--- config.mk ---
export PLATFORM = sky130hd
export DESIGN_NAME = boot_loader_flat
export DESIGN_NICKNAME = d
export VERILOG_FILES = /design/src/rtl/boot_loader_if.sv /design/src/rtl/boot_loader.sv /design/src/flat_wrapper.sv
export SDC_FILE = /design/constraint.sdc
export NUM_CORES = 1
export LEC_CHECK = 0
export CELL_PAD_IN_SITES_DETAIL_PLACEMENT = 1
export CELL_PAD_IN_SITES_GLOBAL_PLACEMENT = 2
export CORE_UTILIZATION = 34
export CTS_CLUSTER_SIZE = 28
export DETAILED_ROUTE_END_ITERATION = 12
export DONT_BUFFER_PORTS = 1
export PLACE_DENSITY_LB_ADDON = 0.15
export SLEW_MARGIN = 10
export SYNTH_ARGS = -nofsm -noshare
export SYNTH_HDL_FRONTEND = slang
export SYNTH_SLANG_ARGS = --single-unit
--- constraint.sdc ---
create_clock -name i_clk -period 2.4 [get_ports i_clk]
set_clock_uncertainty 0.05 [all_clocks]
set_input_delay 0.48 -clock i_clk [delete_from_list [all_inputs] [get_ports i_clk]]
set_output_delay 0.48 -clock i_clk [all_outputs]
set_load 0.02 [all_outputs]
--- src/rtl/boot_loader_if.sv ---
// Bring-up bus bundle around boot_loader: the UART RX byte stream, the CPU's
// RAM request lines and the RAM port that the loader drives.
//
// Byte handshake: the receiver holds rx_valid and rx_data steady until it sees
// rx_rd; a byte is transferred in exactly the cycles where rx_valid && rx_rd,
// and rx_rd is never raised without rx_valid.
interface boot_loader_if;
    logic        rx_valid;
    logic [7:0]  rx_data;
    logic        rx_rd;

    logic        cpu_mem_re;
    logic        cpu_mem_we;
    logic [0:15] cpu_mem_raddr;
    logic [0:15] cpu_mem_waddr;
    logic [0:15] cpu_mem_wdata;

    logic        ram_re;
    logic        ram_we;
    logic [0:15] ram_raddr;
    logic [0:15] ram_waddr;
    logic [0:15] ram_wdata;

    // Loader side: owns rx_rd and the RAM port.
    modport master (
        input  rx_valid, rx_data,
        input  cpu_mem_re, cpu_mem_we, cpu_mem_raddr, cpu_mem_waddr, cpu_mem_wdata,
        output rx_rd,
        output ram_re, ram_we, ram_raddr, ram_waddr, ram_wdata
    );

    // Environment side: UART receiver, CPU and RAM.
    modport slave (
        output rx_valid, rx_data,
        output cpu_mem_re, cpu_mem_we, cpu_mem_raddr, cpu_mem_waddr, cpu_mem_wdata,
        input  rx_rd,
        input  ram_re, ram_we, ram_raddr, ram_waddr, ram_wdata
    );
endinterface

--- src/rtl/boot_loader.sv ---
// boot_loader: after a fixed hold-off either releases the CPU immediately or
// loads a framed, checksummed program image from the UART into the program
// RAM, then hands the RAM port to the CPU by combinational pass-through.
// Frame: 0x55, LEN_HI, LEN_LO, 2*N payload bytes (high byte first), CSUM,
// where CSUM is the XOR of LEN_HI, LEN_LO and every payload byte.
// o_state exposes the FSM encoding: HOLD=0 SYNC=1 LEN_HI=2 LEN_LO=3
// DATA_HI=4 DATA_LO=5 CSUM=6 RUN=7 ERROR=8.
module boot_loader #(
    parameter int HOLDOFF      = 40,
    parameter int BYTE_TIMEOUT = 1200000,
    parameter int MEM_WORDS    = 4096
) (
    input  logic          i_clk,
    input  logic          i_reset,
    input  logic          i_boot_skip,
    boot_loader_if.master bus,
    output logic          o_cpu_run,
    output logic          o_load_error,
    output logic          o_busy,
    output logic [0:15]   o_words_loaded,
    output logic [3:0]    o_state
);
    localparam logic [7:0] SYNC_BYTE = 8'h55;

    typedef enum logic [3:0] {
        S_HOLD    = 4'd0,
        S_SYNC    = 4'd1,
        S_LEN_HI  = 4'd2,
        S_LEN_LO  = 4'd3,
        S_DATA_HI = 4'd4,
        S_DATA_LO = 4'd5,
        S_CSUM    = 4'd6,
        S_RUN     = 4'd7,
        S_ERROR   = 4'd8
    } state_t;

    state_t      r_state;
    state_t      w_next;

    logic [31:0] r_hold_cnt;
    logic [31:0] r_idle_cnt;
    logic        r_acc_prev;
    logic [7:0]  r_len_hi;
    logic [7:0]  r_hi;
    logic [7:0]  r_csum;
    logic [0:15] r_len;
    // words_loaded doubles as the write address counter.
    logic [0:15] r_words;
    logic        r_we;
    logic [0:15] r_waddr;
    logic [0:15] r_wdata;

    logic        w_rx_state;
    logic        w_timed_state;
    logic        w_accept;
    logic        w_timeout;
    logic        w_hold_done;
    logic        w_oversize;
    logic        w_last_word;
    logic [7:0]  w_byte;
    logic [0:15] w_len;

    assign w_byte        = bus.rx_data;
    assign w_rx_state    = (r_state >= S_SYNC) && (r_state <= S_CSUM);
    assign w_timed_state = (r_state >= S_LEN_HI) && (r_state <= S_CSUM);
    // Accepts are spaced by at least one idle cycle so rx_rd never stays high.
    assign w_accept      = w_rx_state && bus.rx_valid && !r_acc_prev;
    // An accept in the same cycle wins over the timeout.
    assign w_timeout     = w_timed_state && !w_accept && (r_idle_cnt == 32'(BYTE_TIMEOUT));
    assign w_hold_done   = (r_hold_cnt == 32'(HOLDOFF));
    assign w_len         = {r_len_hi, w_byte};
    assign w_oversize    = ({16'd0, w_len} > 32'(MEM_WORDS));
    assign w_last_word   = ((r_words + 16'd1) == r_len);

    assign bus.rx_rd      = w_accept;
    assign o_cpu_run      = (r_state == S_RUN);
    assign o_load_error   = (r_state == S_ERROR);
    assign o_busy         = (r_state != S_RUN) && (r_state != S_ERROR);
    assign o_words_loaded = r_words;
    assign o_state        = r_state;

    // FSM state register.
    always_ff @(posedge i_clk) begin
        if (i_reset) begin
            r_state <= S_HOLD;
        end else begin
            r_state <= w_next;
        end
    end

    // FSM next-state logic; a byte only moves the machine on an accept.
    always_comb begin
        w_next = r_state;
        case (r_state)
            S_HOLD:    if (w_hold_done) w_next = i_boot_skip ? S_RUN : S_SYNC;
            S_SYNC:    if (w_accept && (w_byte == SYNC_BYTE)) w_next = S_LEN_HI;
            S_LEN_HI:  if (w_accept) w_next = S_LEN_LO;
            S_LEN_LO: begin
                if (w_accept) begin
                    if (w_oversize)         w_next = S_ERROR;
                    else if (w_len == 16'd0) w_next = S_CSUM;
                    else                    w_next = S_DATA_HI;
                end
            end
            S_DATA_HI: if (w_accept) w_next = S_DATA_LO;
            S_DATA_LO: if (w_accept) w_next = w_last_word ? S_CSUM : S_DATA_HI;
            S_CSUM:    if (w_accept) w_next = (w_byte == r_csum) ? S_RUN : S_ERROR;
            S_RUN:     w_next = S_RUN;
            S_ERROR:   w_next = S_ERROR;
            default:   w_next = S_HOLD;
        endcase
        if (w_timeout) w_next = S_SYNC;
    end

    // Datapath: hold-off and idle counters, frame fields, checksum and the registered write.
    always_ff @(posedge i_clk) begin
        if (i_reset) begin
            r_hold_cnt <= '0;
            r_idle_cnt <= '0;
            r_acc_prev <= 1'b0;
            r_len_hi   <= '0;
            r_hi       <= '0;
            r_csum     <= '0;
            r_len      <= '0;
            r_words    <= '0;
            r_we       <= 1'b0;
            r_waddr    <= '0;
            r_wdata    <= '0;
        end else begin
            r_acc_prev <= w_accept;
            r_we       <= 1'b0;
            if (r_state == S_HOLD) r_hold_cnt <= r_hold_cnt + 32'd1;
            if (!w_timed_state || w_accept) r_idle_cnt <= '0;
            else                            r_idle_cnt <= r_idle_cnt + 32'd1;
            if (w_accept) begin
                case (r_state)
                    S_SYNC: begin
                        if (w_byte == SYNC_BYTE) begin
                            r_csum  <= '0;
                            r_words <= '0;
                        end
                    end
                    S_LEN_HI: begin
                        r_len_hi <= w_byte;
                        r_csum   <= r_csum ^ w_byte;
                    end
                    S_LEN_LO: begin
                        r_len  <= w_len;
                        r_csum <= r_csum ^ w_byte;
                    end
                    S_DATA_HI: begin
                        r_hi   <= w_byte;
                        r_csum <= r_csum ^ w_byte;
                    end
                    S_DATA_LO: begin
                        r_we    <= 1'b1;
                        r_waddr <= r_words;
                        r_wdata <= {r_hi, w_byte};
                        r_words <= r_words + 16'd1;
                        r_csum  <= r_csum ^ w_byte;
                    end
                    default: ;
                endcase
            end
        end
    end

    // RAM port: CPU pass-through in RUN, otherwise only the loader's write pulse.
    always_comb begin
        bus.ram_re    = 1'b0;
        bus.ram_we    = r_we;
        bus.ram_raddr = '0;
        bus.ram_waddr = r_waddr;
        bus.ram_wdata = r_wdata;
        if (r_state == S_RUN) begin
            bus.ram_re    = bus.cpu_mem_re;
            bus.ram_we    = bus.cpu_mem_we;
            bus.ram_raddr = bus.cpu_mem_raddr;
            bus.ram_waddr = bus.cpu_mem_waddr;
            bus.ram_wdata = bus.cpu_mem_wdata;
        end
    end
endmodule

--- src/flat_wrapper.sv ---
// flat-port wrapper written by rule: the top's interface ports become plain ports
module boot_loader_flat 
#(
    parameter int HOLDOFF      = 40,
    parameter int BYTE_TIMEOUT = 1200000,
    parameter int MEM_WORDS    = 4096
)
  (i_clk, i_reset, i_boot_skip, o_cpu_run, o_load_error, o_busy, o_words_loaded, o_state, bus_rx_valid, bus_rx_data, bus_cpu_mem_re, bus_cpu_mem_we, bus_cpu_mem_raddr, bus_cpu_mem_waddr, bus_cpu_mem_wdata, bus_rx_rd, bus_ram_re, bus_ram_we, bus_ram_raddr, bus_ram_waddr, bus_ram_wdata);
  boot_loader_if bus_i ();
  input  logic i_clk;
  input  logic i_reset;
  input  logic i_boot_skip;
  output logic o_cpu_run;
  output logic o_load_error;
  output logic o_busy;
  output logic [0:15] o_words_loaded;
  output logic [3:0] o_state;
  input wire logic [$bits(bus_i.rx_valid)-1:0] bus_rx_valid;
  input wire logic [$bits(bus_i.rx_data)-1:0] bus_rx_data;
  input wire logic [$bits(bus_i.cpu_mem_re)-1:0] bus_cpu_mem_re;
  input wire logic [$bits(bus_i.cpu_mem_we)-1:0] bus_cpu_mem_we;
  input wire logic [$bits(bus_i.cpu_mem_raddr)-1:0] bus_cpu_mem_raddr;
  input wire logic [$bits(bus_i.cpu_mem_waddr)-1:0] bus_cpu_mem_waddr;
  input wire logic [$bits(bus_i.cpu_mem_wdata)-1:0] bus_cpu_mem_wdata;
  output wire logic [$bits(bus_i.rx_rd)-1:0] bus_rx_rd;
  output wire logic [$bits(bus_i.ram_re)-1:0] bus_ram_re;
  output wire logic [$bits(bus_i.ram_we)-1:0] bus_ram_we;
  output wire logic [$bits(bus_i.ram_raddr)-1:0] bus_ram_raddr;
  output wire logic [$bits(bus_i.ram_waddr)-1:0] bus_ram_waddr;
  output wire logic [$bits(bus_i.ram_wdata)-1:0] bus_ram_wdata;
  assign bus_i.rx_valid = bus_rx_valid;
  assign bus_i.rx_data = bus_rx_data;
  assign bus_i.cpu_mem_re = bus_cpu_mem_re;
  assign bus_i.cpu_mem_we = bus_cpu_mem_we;
  assign bus_i.cpu_mem_raddr = bus_cpu_mem_raddr;
  assign bus_i.cpu_mem_waddr = bus_cpu_mem_waddr;
  assign bus_i.cpu_mem_wdata = bus_cpu_mem_wdata;
  assign bus_rx_rd = bus_i.rx_rd;
  assign bus_ram_re = bus_i.ram_re;
  assign bus_ram_we = bus_i.ram_we;
  assign bus_ram_raddr = bus_i.ram_raddr;
  assign bus_ram_waddr = bus_i.ram_waddr;
  assign bus_ram_wdata = bus_i.ram_wdata;
  boot_loader #(.HOLDOFF(HOLDOFF), .BYTE_TIMEOUT(BYTE_TIMEOUT), .MEM_WORDS(MEM_WORDS)) u_core (.i_clk(i_clk), .i_reset(i_reset), .i_boot_skip(i_boot_skip), .bus(bus_i), .o_cpu_run(o_cpu_run), .o_load_error(o_load_error), .o_busy(o_busy), .o_words_loaded(o_words_loaded), .o_state(o_state));
endmodule
==> results list <==
- Layout-stage area growth over the synthesis result: 22.9%
- For this run, the number of Yosys warnings is 0.
- Critical path depth: 7
- Across the run, the number of max-cap violations was 0.
- Counting flops and latches in the post-synthesis netlist gives 158.
- Floorplan die height: around 150 um
- WHS: between 0.06 and 0.07 ns
- Summing the sequential cell areas from Yosys gives between 40% and 50% of the chip area.
* Total via count after detailed routing: 6963
- Number of nets in the finished design: 1056
- For this run, asynchronously set or reset flops after synthesis account for 0%.
- Summed over all layers, the routed wires come to 23500 um.
- Normalized max-slew margin: 59.4%
- CTS tree: yes
- After detailed routing, the average wire length per cell comes to 18.3 um.
* Netlist Area Pre-Place: 7820 sq um
- Dividing total power by cell area gives a power density of 728 nW/um^2.
- Via count of the first global-routing pass: 7235
* Floorplan core area: 22600 sq um
* Most common cell type on the critical path: buf_12
- Later-pin clock latency in the skew report: 0.43 ns
- Layout cell share with drive strength beyond 1: around 18%
- Kind of end point of the critical path: output port
- Summing the areas of all and, or, nand and nor instances in the mapped netlist gives 27.2% of the synthesized area.
- Data arrival time of the worst path: 1.86 ns
- Across all setup checks in the final design, the least slack found is between 0.009 and 0.01 ns.
* Slowest stage delay, CP: 0.37 ns
- The worst hold path belongs to the class input pin to register.
* Largest net degree at the start of global routing: 126
- Pre-CTS worst setup slack: -0.0104 ns
* Cell family contributing the most delay on the critical path: buffers and inverters
- The largest individual stage delay along the critical path comes from the cell dfxtp_4.
* Number of fillers in the final layout: ~2600
- Of the post-synthesis cell area, the dominant cell type holds 40.4%.
- Total global-route track usage: between 20 and 25%
- Clock tree root buffer cell: clkbuf_16
* Outcome: completed
* Met3 global-route usage: roughly 5.4%
- Buffers inserted to repair hold after CTS numbered 0.
- Setup violations remaining at the end of the flow were counted as 0.
- Hold violation total from the final report: 0
- Final routed DRC violation total: 0
- Syn Area/Cell: 8.07 sq um
* Port-buffer cells: 0
* Crit-path max FO: 7
- Net Count, Synth: 1036
* Total Power: ~7 mW
- CTS Buf Count: 17
- For this run the aggregate overflow at the end of global routing stands at 0.
- After synthesis, the netlist uses 54 different library cells.
- ANT nets after route: 0
- The floorplan step defined a die boundary enclosing between 20000 and 25000 sq um.
- Post-synthesis compound-gate area fraction: between 10% and 20%
* Hold Crit Depth: 1
* Peak supply drop: 0.471 mV
- After floorplanning, the core was divided into 55 placement rows.
* Met2 routing resource usage after global routing: 36.0%
* Area share of fa/ha/maj cells after synthesis: less than 1%
* Global Route met1 Usage: 23.6%
- Final Wtd Congestion: 0.795
- Minimum clock period after layout: 2.39 ns
- Data required time at the worst endpoint: 1.87 ns
- The layer flagged by global routing as most heavily used is met2.
- Final period utilization: 99.6%
- First-pass DRT Iterations: 4
- Final number of max-transition violations: 0
* Top_reg_cell synth: dfxtp_1
* Crit path cell chain: buf_12 -> nand2_8 -> nor2_4 -> buf_12 -> buf_12 -> buf_16 -> mux2_4
* # IOs: 136
- Number of antenna violations at the first check in global routing: 0
* R2r setup slk: roughly 0.040 ns
* Synth area leader: dfxtp_1
- Once the floorplan was initialized, standard cells occupied around a third of the core.
* Chip width: between 150 and 200 um
- The repair_antennas step left the layout with diodes totalling 0.
* Fmax achieved: 418 MHz
- Counting cells, the worst reg-to-reg path comes to 8.
- Ranking of synthesized cells by area: dfxtp_1 40%, a21oi_1 6.3%, nand2_1 6.3%
* Static power due to leakage: 3.50 nW
- Fraction of synthesized cell area in xor and xnor cells: under 10%
* Actual transition at the worst max-transition pin: 0.610 ns
- Proportion of synthesized area in mux cells: 7.07%
- Number of H-tree levels: 4
- Kind of launch point of the worst setup path: register
- Number of buffer and inverter stages on the critical path: 4
* Buffer depth of the longest clock path: 2
* HPWL after DPL: 15400 um
- Setup repair after global routing could not meet its margin everywhere.
- Wire length of the first global-routing pass: approximately 38000 um
- For this design, the sink count on the clock tree is 158.
- In this run, synthesis inferred 0 flip-flops with an integrated enable.
- The first routing iteration left 241 violations.
- Clock-pin slew reported for the worst setup and hold paths after clock tree synthesis: 0.07 ns
- The critical path is of the register to output port type.
* Combinational family with the most area after synthesis: simple AND/OR/NAND/NOR gates
- After technology mapping, the gate count stands at 969.
* Post-DR vias/cell: 5.41
==> timing repair <==
| item | in CTS | in global routing |
|---|---|---|
| setup endpoints to repair | 61 | 50 |
| cloned | 8 | 1 |
| setup buffers | 9 | 5 |
| resized for setup | 86 | 28 |
| pin swaps | 1 | 9 |
==> Yosys cell counts, types with 13 or more instances <==
cell type / number
a21oi_1: 99
and3_1: 15
nor2_1: 99
or3_1: 25
and2_1: 25
xnor2_1: 27
mux2_2: 34
o21ai_0: 34
xor2_1: 47
nor3_1: 18
nand2_1: 131
clkbuf_1: 67
dfxtp_1: 158
inv_1: 17
nand3_1: 31
nand4_1: 18
mux2i_1: 17
nor4_1: 16
and4_1: 13
==> layout by cell type, fill, tap and decap left out, types with 17 or more instances in the layout <==
cell type / instances
mux2i_1: 17
nand4_1: 18
nand3_1: 31
buf_4: 50
xor2_1: 47
o21ai_0: 28
xnor2_1: 27
or3_1: 24
nor2_1: 97
mux2_4: 33
dfxtp_1: 153
and2_4: 17
nand2_1: 130
a21oi_1: 99
nor3_1: 18
clkbuf_16: 18
==> cell type report <==
| class | instances | area [sq um] | area share (%) |
|---|---|---|---|
| multi-input combinational | 723 | 4560 | 47.4 |
| sequential | 158 | 3180 | 33.0 |
| timing repair buffer | 72 | 838 | 8.72 |
| clock buffer | 20 | 457 | 4.75 |
| tap | 285 | 357 | 3.71 |
| clock inverter | 11 | 158 | 1.64 |
| inverter | 17 | 66.3 | 0.690 |
==> flip-flops by register name, summed over array words and instances, names as in the netlist <==
register and cells:
u_core.r_we 1, u_core.r_hi 8, u_core.r_len_hi 8, u_core.o_words_loaded 16
u_core.r_hold_cnt 32, u_core.r_wdata 16, u_core.o_state 4, u_core.r_csum 8
u_core.r_len 16, u_core.r_waddr 16, u_core.r_acc_prev 1, u_core.r_idle_cnt 32
==> layer usage <==
layer	wire [um]	vias to the layer above	share of wire [%]
li1	-	3380	-
met4	364	0	1.5
met3	1100	22	4.7
met2	11700	138	50
met5	0	-	0
met1	10300	3423	44
==> metrics by stage <==
| stage | cell area [sq um] | std cells | utilization (%) | setup TNS (ns) |
|---|---|---|---|---|
| after floorplan | 7830 | 969 | - | 0 |
| after global placement | 8350 | 1235 | 37.0 | 0 |
| after detailed placement | 8350 | 1235 | 37.0 | -0.0185 |
| after CTS | 9540 | 1283 | 42.3 | -0.589 |
| after global routing | 9610 | 1286 | 42.6 | -0.485 |
| final | 9610 | 1286 | 42.6 | 0 |
==> cells by family (layout without fill, tap and decap cells) <==
logic type / Yosys count / count (layout)
simple gates: 428 / 428
compound gates: 164 / 164
flops: 158 / 158
buf+inv: 88 / 120
xor+xnor: 75 / 75
mux: 51 / 51
fa+ha+maj: 5 / 5
==> worst paths after layout <==
| path | start | end |
|---|---|---|
| worst max register to register | u_core.o_state[0]$_SDFFE_PP0P_ | u_core.o_words_loaded[9]$_SDFFE_PP0P_ |
| worst max-delay path | u_core.o_state[1]$_SDFFE_PP0P_ | bus_ram_waddr[3] |
| worst min register to register | u_core.r_hi[5]$_SDFFE_PP0P_ | u_core.r_wdata[2]$_SDFFE_PP0P_ |
| worst min-delay path | i_reset | u_core.r_hold_cnt[17]$_SDFFE_PP0N_ |
==> where the power goes <==
part / switching, mW / internal, mW / leakage (nW)
clock network: 1.15 / 1.70 / 0.294
logic: 0.697 / 0.650 / 1.93
registers: 0.0823 / 2.72 / 1.28
Note: power is estimated with default switching activity, not from simulation.
